File: src/rtl/collision_scheduler.sv
// collision_scheduler: per-frame sequencer for one shared do_collision core.
// Walks the obstacle ROM, launches the core once per obstacle, chains the
// resolved position/velocity of each hit into the next launch, and sums the
// per-obstacle accelerations with signed saturation.
// Optional feature macro: WATCHDOG_EN (per-launch core timeout, sticky timeout_out).
module collision_scheduler #(
  parameter int NUM_OBSTACLES     = 4,
  parameter int NUM_VERTICES      = 5,
  parameter int POSITION_SIZE     = 8,
  parameter int VELOCITY_SIZE     = 8,
  parameter int ACCELERATION_SIZE = 8,
  parameter int TIMEOUT_CYCLES    = 255,
  localparam int ADDR_W = (NUM_OBSTACLES > 1) ? $clog2(NUM_OBSTACLES) : 1,
  localparam int HIT_W  = $clog2(NUM_OBSTACLES + 1)
) (
  input  logic                                               clk_in,
  input  logic                                               rst_in,
  input  logic                                               begin_in,
  input  logic [POSITION_SIZE-1:0]                           pos_x_in,
  input  logic [POSITION_SIZE-1:0]                           pos_y_in,
  input  logic [POSITION_SIZE-1:0]                           dx_in,
  input  logic [POSITION_SIZE-1:0]                           dy_in,
  input  logic [VELOCITY_SIZE-1:0]                           vel_x_in,
  input  logic [VELOCITY_SIZE-1:0]                           vel_y_in,
  output logic [ADDR_W-1:0]                                  obs_addr_out,
  input  logic [1:0][NUM_VERTICES-1:0][POSITION_SIZE-1:0]    obs_vert_in,
  input  logic [POSITION_SIZE-1:0]                           obs_nverts_in,
  output logic                                               core_begin_out,
  output logic [1:0][NUM_VERTICES-1:0][POSITION_SIZE-1:0]    core_obstacle_out,
  output logic [POSITION_SIZE-1:0]                           core_num_vertices_out,
  output logic [POSITION_SIZE-1:0]                           core_pos_x_out,
  output logic [POSITION_SIZE-1:0]                           core_pos_y_out,
  output logic [VELOCITY_SIZE-1:0]                           core_vel_x_out,
  output logic [VELOCITY_SIZE-1:0]                           core_vel_y_out,
  output logic [POSITION_SIZE-1:0]                           core_d_x_out,
  output logic [POSITION_SIZE-1:0]                           core_d_y_out,
  input  logic                                               core_result_in,
  input  logic                                               core_was_collision_in,
  input  logic [POSITION_SIZE-1:0]                           core_x_new_in,
  input  logic [POSITION_SIZE-1:0]                           core_y_new_in,
  input  logic [VELOCITY_SIZE-1:0]                           core_vel_x_new_in,
  input  logic [VELOCITY_SIZE-1:0]                           core_vel_y_new_in,
  input  logic [POSITION_SIZE-1:0]                           core_x_int_in,
  input  logic [POSITION_SIZE-1:0]                           core_y_int_in,
  input  logic [ACCELERATION_SIZE-1:0]                       core_acc_x_in,
  input  logic [ACCELERATION_SIZE-1:0]                       core_acc_y_in,
  output logic                                               busy_out,
  output logic                                               done_out,
  output logic [POSITION_SIZE-1:0]                           x_out,
  output logic [POSITION_SIZE-1:0]                           y_out,
  output logic [VELOCITY_SIZE-1:0]                           vel_x_out,
  output logic [VELOCITY_SIZE-1:0]                           vel_y_out,
  output logic [ACCELERATION_SIZE-1:0]                       acc_x_out,
  output logic [ACCELERATION_SIZE-1:0]                       acc_y_out,
  output logic [HIT_W-1:0]                                   hit_count_out,
  output logic                                               timeout_out
);

  localparam int A = ACCELERATION_SIZE;

  typedef enum logic [2:0] {
    S_IDLE, S_FETCH, S_ROMWAIT, S_LAUNCH, S_WAIT_CORE, S_ACCUM, S_DONE
  } state_t;

  // Signed add clamped to the most negative / most positive acceleration.
  function automatic logic [A-1:0] sat_add(input logic [A-1:0] a, input logic [A-1:0] b);
    logic [A:0] s;
    s = {a[A-1], a} + {b[A-1], b};
    if (s[A] != s[A-1]) begin
      sat_add = s[A] ? {1'b1, {(A-1){1'b0}}} : {1'b0, {(A-1){1'b1}}};
    end else begin
      sat_add = s[A-1:0];
    end
  endfunction

  state_t                   state;
  logic [ADDR_W-1:0]        idx;
  logic [POSITION_SIZE-1:0] pos_x, pos_y, d_x, d_y;
  logic [VELOCITY_SIZE-1:0] vel_x, vel_y;
  logic [A-1:0]             acc_x, acc_y;
  logic [HIT_W-1:0]         hit_count;

  // Core results captured on the done pulse, applied in ACCUM.
  logic                     cap_hit;
  logic [POSITION_SIZE-1:0] cap_x_new, cap_y_new, cap_x_int, cap_y_int;
  logic [VELOCITY_SIZE-1:0] cap_vel_x, cap_vel_y;
  logic [A-1:0]             cap_acc_x, cap_acc_y;

  logic nverts_bad;
  assign nverts_bad = (obs_nverts_in < POSITION_SIZE'(3)) ||
                      (obs_nverts_in > POSITION_SIZE'(NUM_VERTICES));

`ifdef WATCHDOG_EN
  localparam int WD_W = $clog2(TIMEOUT_CYCLES + 1);
  logic [WD_W-1:0] wdog_cnt;
`else
  assign timeout_out = 1'b0;
`endif

  // Frame sequencer: walks obstacles, drives the core and produces registered results.
  always_ff @(posedge clk_in) begin
    if (rst_in) begin
      state                 <= S_IDLE;
      idx                   <= '0;
      pos_x <= '0; pos_y <= '0; d_x <= '0; d_y <= '0;
      vel_x <= '0; vel_y <= '0; acc_x <= '0; acc_y <= '0;
      hit_count             <= '0;
      cap_hit <= 1'b0; cap_x_new <= '0; cap_y_new <= '0; cap_x_int <= '0; cap_y_int <= '0;
      cap_vel_x <= '0; cap_vel_y <= '0; cap_acc_x <= '0; cap_acc_y <= '0;
      obs_addr_out          <= '0;
      core_begin_out        <= 1'b0;
      core_obstacle_out     <= '0;
      core_num_vertices_out <= '0;
      core_pos_x_out <= '0; core_pos_y_out <= '0;
      core_vel_x_out <= '0; core_vel_y_out <= '0;
      core_d_x_out   <= '0; core_d_y_out   <= '0;
      busy_out <= 1'b0; done_out <= 1'b0;
      x_out <= '0; y_out <= '0; vel_x_out <= '0; vel_y_out <= '0;
      acc_x_out <= '0; acc_y_out <= '0; hit_count_out <= '0;
`ifdef WATCHDOG_EN
      wdog_cnt    <= '0;
      timeout_out <= 1'b0;
`endif
    end else begin
      core_begin_out <= 1'b0;
      done_out       <= 1'b0;
      case (state)
        S_IDLE: begin
          if (begin_in) begin
            pos_x <= pos_x_in; pos_y <= pos_y_in;
            d_x   <= dx_in;    d_y   <= dy_in;
            vel_x <= vel_x_in; vel_y <= vel_y_in;
            acc_x <= '0; acc_y <= '0;
            hit_count <= '0;
            idx       <= '0;
            busy_out  <= 1'b1;
`ifdef WATCHDOG_EN
            timeout_out <= 1'b0;
`endif
            state <= S_FETCH;
          end
        end
        S_FETCH: begin
          obs_addr_out <= idx;
          state        <= S_ROMWAIT;
        end
        S_ROMWAIT: begin
          state <= S_LAUNCH;
        end
        S_LAUNCH: begin
          core_obstacle_out     <= obs_vert_in;
          core_num_vertices_out <= obs_nverts_in;
          core_pos_x_out <= pos_x; core_pos_y_out <= pos_y;
          core_vel_x_out <= vel_x; core_vel_y_out <= vel_y;
          core_d_x_out   <= d_x;   core_d_y_out   <= d_y;
          if (nverts_bad) begin
            // Degenerate or oversized polygon: counted as a miss without using the core.
            cap_hit <= 1'b0;
            state   <= S_ACCUM;
          end else begin
            core_begin_out <= 1'b1;
`ifdef WATCHDOG_EN
            wdog_cnt <= '0;
`endif
            state <= S_WAIT_CORE;
          end
        end
        S_WAIT_CORE: begin
          if (core_result_in) begin
            cap_hit   <= core_was_collision_in;
            cap_x_new <= core_x_new_in;     cap_y_new <= core_y_new_in;
            cap_x_int <= core_x_int_in;     cap_y_int <= core_y_int_in;
            cap_vel_x <= core_vel_x_new_in; cap_vel_y <= core_vel_y_new_in;
            cap_acc_x <= core_acc_x_in;     cap_acc_y <= core_acc_y_in;
            state     <= S_ACCUM;
          end
`ifdef WATCHDOG_EN
          else if (wdog_cnt == WD_W'(TIMEOUT_CYCLES - 1)) begin
            // Core unresponsive: abandon this obstacle as a miss.
            cap_hit     <= 1'b0;
            timeout_out <= 1'b1;
            state       <= S_ACCUM;
          end else begin
            wdog_cnt <= wdog_cnt + WD_W'(1);
          end
`else
          else begin
            state <= S_WAIT_CORE;
          end
`endif
        end
        S_ACCUM: begin
          if (cap_hit) begin
            pos_x <= cap_x_int;             pos_y <= cap_y_int;
            vel_x <= cap_vel_x;             vel_y <= cap_vel_y;
            d_x   <= cap_x_new - cap_x_int; d_y   <= cap_y_new - cap_y_int;
            acc_x <= sat_add(acc_x, cap_acc_x);
            acc_y <= sat_add(acc_y, cap_acc_y);
            hit_count <= hit_count + HIT_W'(1);
          end else begin
            hit_count <= hit_count;
          end
          if (idx == ADDR_W'(NUM_OBSTACLES - 1)) begin
            state <= S_DONE;
          end else begin
            idx   <= idx + ADDR_W'(1);
            state <= S_FETCH;
          end
        end
        S_DONE: begin
          x_out         <= pos_x + d_x;
          y_out         <= pos_y + d_y;
          vel_x_out     <= vel_x;
          vel_y_out     <= vel_y;
          acc_x_out     <= acc_x;
          acc_y_out     <= acc_y;
          hit_count_out <= hit_count;
          done_out      <= 1'b1;
          busy_out      <= 1'b0;
          state         <= S_IDLE;
        end
        default: begin
          state <= S_IDLE;
        end
      endcase
    end
  end

endmodule
File: config.mk
export PLATFORM = sky130hd
export DESIGN_NAME = collision_scheduler
export DESIGN_NICKNAME = d
export VERILOG_FILES = /design/src/rtl/collision_scheduler.sv
export SDC_FILE = /design/constraint.sdc
export NUM_CORES = 1
export LEC_CHECK = 0
export ABC_CLOCK_PERIOD_IN_PS = 4200
export CAP_MARGIN = 40
export CORE_MARGIN = 1
export CORE_UTILIZATION = 40
export CTS_CLUSTER_DIAMETER = 50
export DETAILED_ROUTE_END_ITERATION = 8
export GPL_ROUTABILITY_DRIVEN = 0
export HOLD_SLACK_MARGIN = 0.06
export PLACE_DENSITY = 0.68
export REMOVE_ABC_BUFFERS = 1
export SETUP_SLACK_MARGIN = 0.4
export SLEW_MARGIN = 30
export SYNTH_ARGS = -nofsm -noshare
export SYNTH_HDL_FRONTEND = slang
export SYNTH_SLANG_ARGS = --single-unit
File: constraint.sdc
create_clock -name clk_in -period 4.2 [get_ports clk_in]
set_clock_uncertainty 0.15 [all_clocks]
set_input_delay 0.84 -clock clk_in [delete_from_list [all_inputs] [get_ports clk_in]]
set_output_delay 0.84 -clock clk_in [all_outputs]
set_load 0.02 [all_outputs]
==> results of run 1 <==
## area by class of cell
cell class / count / area [um^2] / area share [%]
Antenna cell: 2 / 5.00 / 0.0256
Clock buffer: 54 / 1210 / 6.18
Clock inverter: 22 / 249 / 1.27
Inverter: 36 / 135 / 0.692
Multi-Input combinational cell: 1207 / 6560 / 33.6
Sequential cell: 329 / 6590 / 33.7
Tap cell: 448 / 561 / 2.87
Timing Repair Buffer: 417 / 4230 / 21.7
## through the flow
stage | cell area [um^2] | cells | hold slack [ns] | worst slack [ns] | power, mW
2_1_floorplan | 13200 | 1572 | 0.280 | -1.41 | 3.97
3_3_place_gp | 18000 | 2433 | 0.291 | 1.22 | 4.54
3_5_place_dp | 18000 | 2436 | 0.296 | 1.17 | 4.57
4_1_cts | 19500 | 2512 | 0.304 | 1.45 | 8.26
5_1_grt | 19500 | 2515 | 0.319 | 1.15 | 8.53
6_report | 19500 | 2515 | 0.302 | 1.43 | 8.18
## cells in the mapped netlist, types with 4 or more instances
cell type / count / area share, %
buf_2: 50 / 1.8
a22oi_1: 46 / 2.5
clkbuf_1: 61 / 1.7
ha_1: 46 / 4.2
o31ai_1: 6 / 0.33
or3_1: 8 / 0.36
xnor2_1: 14 / 0.89
a21o_1: 8 / 0.44
nor3b_1: 4 / 0.22
o211ai_1: 8 / 0.44
a21oi_1: 300 / 11
inv_1: 36 / 0.98
xor2_1: 6 / 0.38
a211oi_1: 5 / 0.27
fa_1: 6 / 0.87
dfxtp_1: 329 / 48
o21ai_0: 18 / 0.65
o22ai_1: 5 / 0.23
nand2_1: 533 / 15
a31oi_1: 6 / 0.27
o32ai_1: 4 / 0.25
a32oi_1: 12 / 0.76
o21ai_1: 7 / 0.25
nor3_1: 11 / 0.40
o211a_1: 5 / 0.36
o2111ai_1: 9 / 0.57
nand3_1: 14 / 0.51
nor2b_1: 7 / 0.32
nand3b_1: 4 / 0.22
a221oi_1: 4 / 0.25
o21a_1: 14 / 0.76
nor2_1: 35 / 0.95
## worst max-delay path by stage
stage | from | end | slack (ns) | depth (start not counted)
floorplan | state[0] | cap_hit | -1.41 | 5
global placement | core_result_in | cap_vel_x[0] | 1.22 | 5
detailed placement | core_result_in | cap_acc_y[3] | 1.17 | 5
CTS | state[2] | x_out[6] | 1.45 | 6
global route | state[2] | x_out[6] | 1.15 | 6
finish | state[2] | x_out[6] | 1.43 | 6
## power by group
part	total, mW	switching, mW	internal, mW
logic	1.13	0.608	0.518
clock network	3.68	1.44	2.25
registers	3.38	0.115	3.26
total	8.18	2.16	6.02
## logic make-up (layout without fill, tap and decap cells)
| family | Yosys count | after routing | share of synthesized area, % |
|---|---|---|---|
| simple gates | 646 | 646 | 19.4 |
| compound gates | 485 | 485 | 21.5 |
| flops | 329 | 329 | 47.9 |
| buf+inv | 153 | 529 | 4.71 |
| fa+ha+maj | 52 | 52 | 5.06 |
| xor+xnor | 20 | 20 | 1.27 |
| mux | 3 | 3 | 0.218 |
| other cells | 1 | 3 | 0.0273 |
## critical path, delay by kind of cell, from the launching register on
kind	cells	cell delay [ns]
simple gates	2	0.90
flops	1	0.78
buf+inv	2	0.68
compound gates	2	0.16
## routing by layer
layer | GRT usage (%) | up-vias | share of wire [%]
met1 | 29.6 | 6044 | 41
met4 | 10.6 | 2 | 4.3
met5 | 0 | - | 0.030
li1 | - | 6485 | -
met3 | 4.56 | 93 | 6.5
met2 | 41.3 | 462 | 48
==> flow_summary.json, run 1 <==
{
  "antenna_found_initial": 3,
  "max_stage_delay_ns": 0.78,
  "grt_max_degree": 165,
  "r2r_start": "state[2]",
  "die-height_um": 187,
  "crit_type": "reg -> reg",
  "synthCells": 1689,
  "syn_avg_cell_area_um2": 8.15,
  "first_iter_violations": 722,
  "drc": 0,
  "largest_reg_flops": 80,
  "clk_latency_ns": 0.53,
  "crit_top_cell": "buf_4",
  "regMostFlops": "core_obstacle_out",
  "vias_per_cell": 5.20,
  "final_common_cell": "nand2_1",
  "synth_edf_count": 0,
  "reg2reg_slack_ns": 1.43,
  "power_density_mw_per_mm2": 419,
  "slew_headroom_pct": 45.4,
  "synth.distinct_cells": 72,
  "htreeDepth": 2,
  "globalRouteOverflowTotal": 0,
  "most-common-layout-cells": "533 x nand2_1, 395 x clkdlybuf4s50_1, 329 x dfxtp_1",
  "p_leak_nw": 6.76,
  "ant_nets": 0,
  "hold_violations": 0,
  "worstPathMaxFanout": 29,
  "io-pin-count": 398,
  "clockRootBuffer": "clkbuf_16",
  "rr_endpoint": "x_out[6]",
  "drive_gt1_share_pct": 5.86,
  "areaGrowthSynthToFinish_pct": 41.9,
  "track_usage_pct": 24.2,
  "coreArea_mm2": 0.0337,
  "fin_util_pct": 58.0,
  "drtPass1Iterations": 5,
  "rows": 67,
  "worst_path_max_delay_cell": "dfxtp_1",
  "synth_async_sr_flop_share_pct": 0,
  "peakVddDrop_mv": 0.332,
  "cts_hold_buf": 0,
  "rsz0062_at_grt": "false",
  "dieArea_mm2": 0.0351,
  "clkSinkCount": 329,
  "port_buffers": 396,
  "min_to": "core_d_x_out[0]",
  "hold_path_class": "reg -> reg",
  "ys_seq_area_share_pct": 47.9,
  "cts.clk_slew.worst_paths_ns": 0.06,
  "startpoint_type": "flop",
  "grt_pass1_vias": 12733,
  "finalCriticalPeriod_ns": 2.77,
  "cts_max_path_buffers": 3,
  "fin_tns_setup_ns": 0,
  "postCtsSetupBuffers": 0,
  "cts_buffers": 41,
  "dp_hpwl_um": 30500,
  "min_path_cells": 2,
  "cp_cell_sequence": "nand3b_1 -> buf_4 -> buf_4 -> nor4b_1 -> a31oi_1 -> o211ai_1",
  "maxSlewViolCount": 0,
  "worst_pin_slew_ns": 0.818,
  "tritoncts": "done",
  "min_period_over_period_pct": 66.0,
  "arrival_ns": 3.06,
  "fill_cells": 3077,
  "die_w_um": 187,
  "ff2ff_path_depth": 6,
  "synth_area_mm2": 0.0138,
  "cp.required_ns": 4.49,
  "max_freq_mhz": 361,
  "synth_warnings": 0,
  "synth_ff_type": "dfxtp_1",
  "synth_seq_cells": 329,
  "post_drt_wl_per_cell_um": 17.2,
  "nNetsFinal": 2289,
  "min_from": "core_d_x_out[0]",
  "grt_pass1_wl_um": 68400,
  "routed_wl_um": 43300,
  "drv_cap": 0,
  "initial_core_util_pct": 40.8,
  "cts_resized": 0,
  "setup_viol": 0,
  "crit_path_end_kind": "flop",
  "via_count": 13086,
  "status": "finished, final reports clean"
}
No activity file was read; power rests on OpenSTA's default activity.
==> inputs of run 2 (changes only) <==
--- a/config.mk
+++ b/config.mk
@@ -5,7 +5,7 @@
 export SDC_FILE = /design/constraint.sdc
 export NUM_CORES = 1
 export LEC_CHECK = 0
-export ABC_CLOCK_PERIOD_IN_PS = 4200
+export ABC_CLOCK_PERIOD_IN_PS = 2300
 export CAP_MARGIN = 40
 export CORE_MARGIN = 1
 export CORE_UTILIZATION = 40
@@ -13,7 +13,7 @@
 export DETAILED_ROUTE_END_ITERATION = 8
 export GPL_ROUTABILITY_DRIVEN = 0
 export HOLD_SLACK_MARGIN = 0.06
-export PLACE_DENSITY = 0.68
+export PLACE_DENSITY = 0.71
 export REMOVE_ABC_BUFFERS = 1
 export SETUP_SLACK_MARGIN = 0.4
 export SLEW_MARGIN = 30
==> constraint.sdc (replaced) <==
create_clock -name clk_in -period 2.3 [get_ports clk_in]
set_clock_uncertainty 0.15 [all_clocks]
set_input_delay 0.46 -clock clk_in [delete_from_list [all_inputs] [get_ports clk_in]]
set_output_delay 0.46 -clock clk_in [all_outputs]
set_load 0.02 [all_outputs]
==> run 2 against run 1 <==
Effect of this change: critical path depth up 2; global-route usage rose by 1.1 points; sequential share of layout area down 1.3 points; register-to-register slack got worse by 1.3 ns; sequential power increased by 82%; critical path type unchanged; largest power group is now sequential cells.
==> flow_summary.json, run 2 (same netlist as run 1, synthesis figures left out) <==
{
  "status": "finished, final reports clean",
  "register_area_mm2": 0.00665,
  "slew_headroom_pct": 56.6,
  "ant_nets": 0,
  "cts_max_path_buffers": 3,
  "power_density_mw_per_mm2": 709,
  "layout_setup_ws_ns": 0.130,
  "largest_reg_flops": 80,
  "crit_type": "reg -> reg",
  "finalCriticalPeriod_ns": 2.17,
  "final-instance-count-excl-fill": 2568,
  "p_leak_nw": 8.00,
  "drtPass1Iterations": 6,
  "worstPathMaxFanout": 2,
  "hold_path_class": "in -> reg",
  "areaGrowthSynthToFinish_pct": 49.2,
  "fin_area_mm2": 0.0205,
  "min_from": "rst_in",
  "power.internal_mw": 10.7,
  "maxSlewViolCount": 0,
  "die-height_um": 187,
  "seqPwrFrac_pct": 42.2,
  "switching_power_mw": 3.88,
  "drc": 0,
  "rr_endpoint": "acc_x[6]",
  "multi_input_comb_area_mm2": 0.00730,
  "total_power_mw": 14.6,
  "first_iter_violations": 806,
  "via_count": 13719,
  "cts.clk_slew.worst_paths_ns": 0.06,
  "drv_cap": 0,
  "combPwrFrac_pct": 15.7,
  "most-common-layout-cells": "532 x nand2_1, 297 x dfxtp_1, 294 x a21oi_1",
  "post_drt_wl_per_cell_um": 18.2,
  "clockRootBuffer": "clkbuf_16",
  "rsz0062_at_grt": "true",
  "coreArea_mm2": 0.0337,
  "arrival_ns": 2.43,
  "pre_cts_ws_ns": -0.0548,
  "dp_hpwl_um": 30400,
  "clkPwrFrac_pct": 42.1,
  "fill_cells": 2940,
  "min_to": "d_y[6]",
  "worst_pin_slew_ns": 0.651,
  "tritoncts": "done",
  "final_common_cell": "nand2_1",
  "dieArea_mm2": 0.0351,
  "port_buffers": 396,
  "vias_per_cell": 5.34,
  "cp.required_ns": 2.56,
  "min_path_cells": 2,
  "placedCellCount": 2459,
  "min_period_over_period_pct": 94.3,
  "drive_gt1_share_pct": 14.2,
  "ff2ff_path_depth": 8,
  "clk_latency_ns": 0.52,
  "clkSinkCount": 329,
  "startpoint_type": "flop",
  "track_usage_pct": 25.3,
  "nNetsFinal": 2347,
  "grt_max_degree": 135,
  "initial_core_util_pct": 40.8,
  "dpl_cell_area_mm2": 0.0183,
  "r2r_start": "cap_acc_x[0]",
  "die_w_um": 187,
  "routed_wl_um": 46800,
  "crit_path_end_kind": "flop",
  "htreeDepth": 2,
  "globalRouteOverflowTotal": 0,
  "peakVddDrop_mv": 0.418,
  "reg2reg_slack_ns": 0.13,
  "swShare_pct": 26.6,
  "rows": 67,
  "setup_viol": 0,
  "cts_hold_buf": 0,
  "max_freq_mhz": 461,
  "regMostFlops": "core_obstacle_out",
  "antenna_found_initial": 2,
  "cts_buffers": 38,
  "grt_pass1_vias": 13106,
  "hold_violations": 0,
  "io-pin-count": 398,
  "grt_pass1_wl_um": 71300
}
-- run 2: cell types whose count changed in the layout (fill, tap and decap cells not counted), moves of 7 or more --
cell	delta
clkdlybuf4s50_1	-192
dlygate4sd2_1	+180
buf_4	+43
dfxtp_1	-32
ha_1	-24
ha_4	+23
dfxtp_2	+22
dfxtp_4	+10
buf_12	+9
o21ai_0	-8
inv_1	-7
inv_2	+7
-- run 2: how the worst max path moves through the flow --
stage          endpoint  slack [ns]             start
2_1_floorplan   cap_hit       -3.31          state[0]
3_3_place_gp    cap_hit       -0.07  obs_nverts_in[7]
3_5_place_dp    cap_hit       -0.05  obs_nverts_in[7]
4_1_cts        acc_y[1]        0.16      cap_acc_y[0]
5_1_grt        acc_x[6]        0.06      cap_acc_x[0]
6_report       acc_x[6]        0.13      cap_acc_x[0]
-- run 2: critical path, stage by stage, from the launching register on --
cell	delay [ns]
dfxtp_4	0.36
ha_4	0.17
fa_2	0.37
a211oi_4	0.30
buf_4	0.17
o31ai_2	0.07
xnor2_1	0.18
a32oi_1	0.21
o21ai_1	0.08
-- run 2: per-stage QoR --
stage | util, % | setup TNS [ns] | hold WS (ns)
after detailed placement | 54.4 | -0.147 | 0.296
after global placement | 54.4 | -0.0677 | 0.290
final | 60.9 | 0 | 0.131
after floorplan | - | -501.31 | 0.280
after global routing | 60.9 | 0 | 0.139
after CTS | 59.5 | 0 | 0.125
-- run 2: layer usage --
layer | wire, um | vias to the layer above | track usage (%)
met5 | 0 | - | 0
met4 | 2020 | 0 | 10.1
met3 | 3260 | 122 | 5.18
met2 | 22900 | 557 | 44.5
met1 | 18600 | 6447 | 30.0
li1 | - | 6593 | -
-- run 2: area by class of cell --
class / instances / share of cell area (%)
diodes: 1 / 0.0122
clock buffers: 56 / 5.71
inverters: 36 / 0.658
clock inverters: 13 / 0.573
well taps: 448 / 2.73
multi-input cells: 1209 / 35.6
flip-flops and latches: 329 / 32.4
repair buffers: 476 / 22.4
-- run 2: power groups by stage --
stage	combinational [mW]	clock (mW)	sequential, mW
6_report	2.29	6.12	6.15
5_1_grt	2.47	6.50	6.18
4_1_cts	2.22	6.22	6.14
3_5_place_dp	2.19	0	6.26
3_3_place_gp	2.15	0	6.26
2_1_floorplan	0.888	0	6.37
-- run 2: timing repair --
| action | in CTS | in global routing |
|---|---|---|
| buffers inserted | 16 | 19 |
| cloned | 3 | 1 |
| endpoints found under the setup margin | 232 | 52 |
| pin swaps | 60 | 63 |
| gates resized for setup | 314 | 79 |
==> inputs of run 3 (changes only) <==
--- a/config.mk
+++ b/config.mk
@@ -7,7 +7,6 @@
 export LEC_CHECK = 0
 export ABC_CLOCK_PERIOD_IN_PS = 2300
 export CAP_MARGIN = 40
-export CORE_MARGIN = 1
 export CORE_UTILIZATION = 40
 export CTS_CLUSTER_DIAMETER = 50
 export DETAILED_ROUTE_END_ITERATION = 8
==> results of run 3 <==
Same layout as run 2: the final DEF is identical, and so are final timing and power.
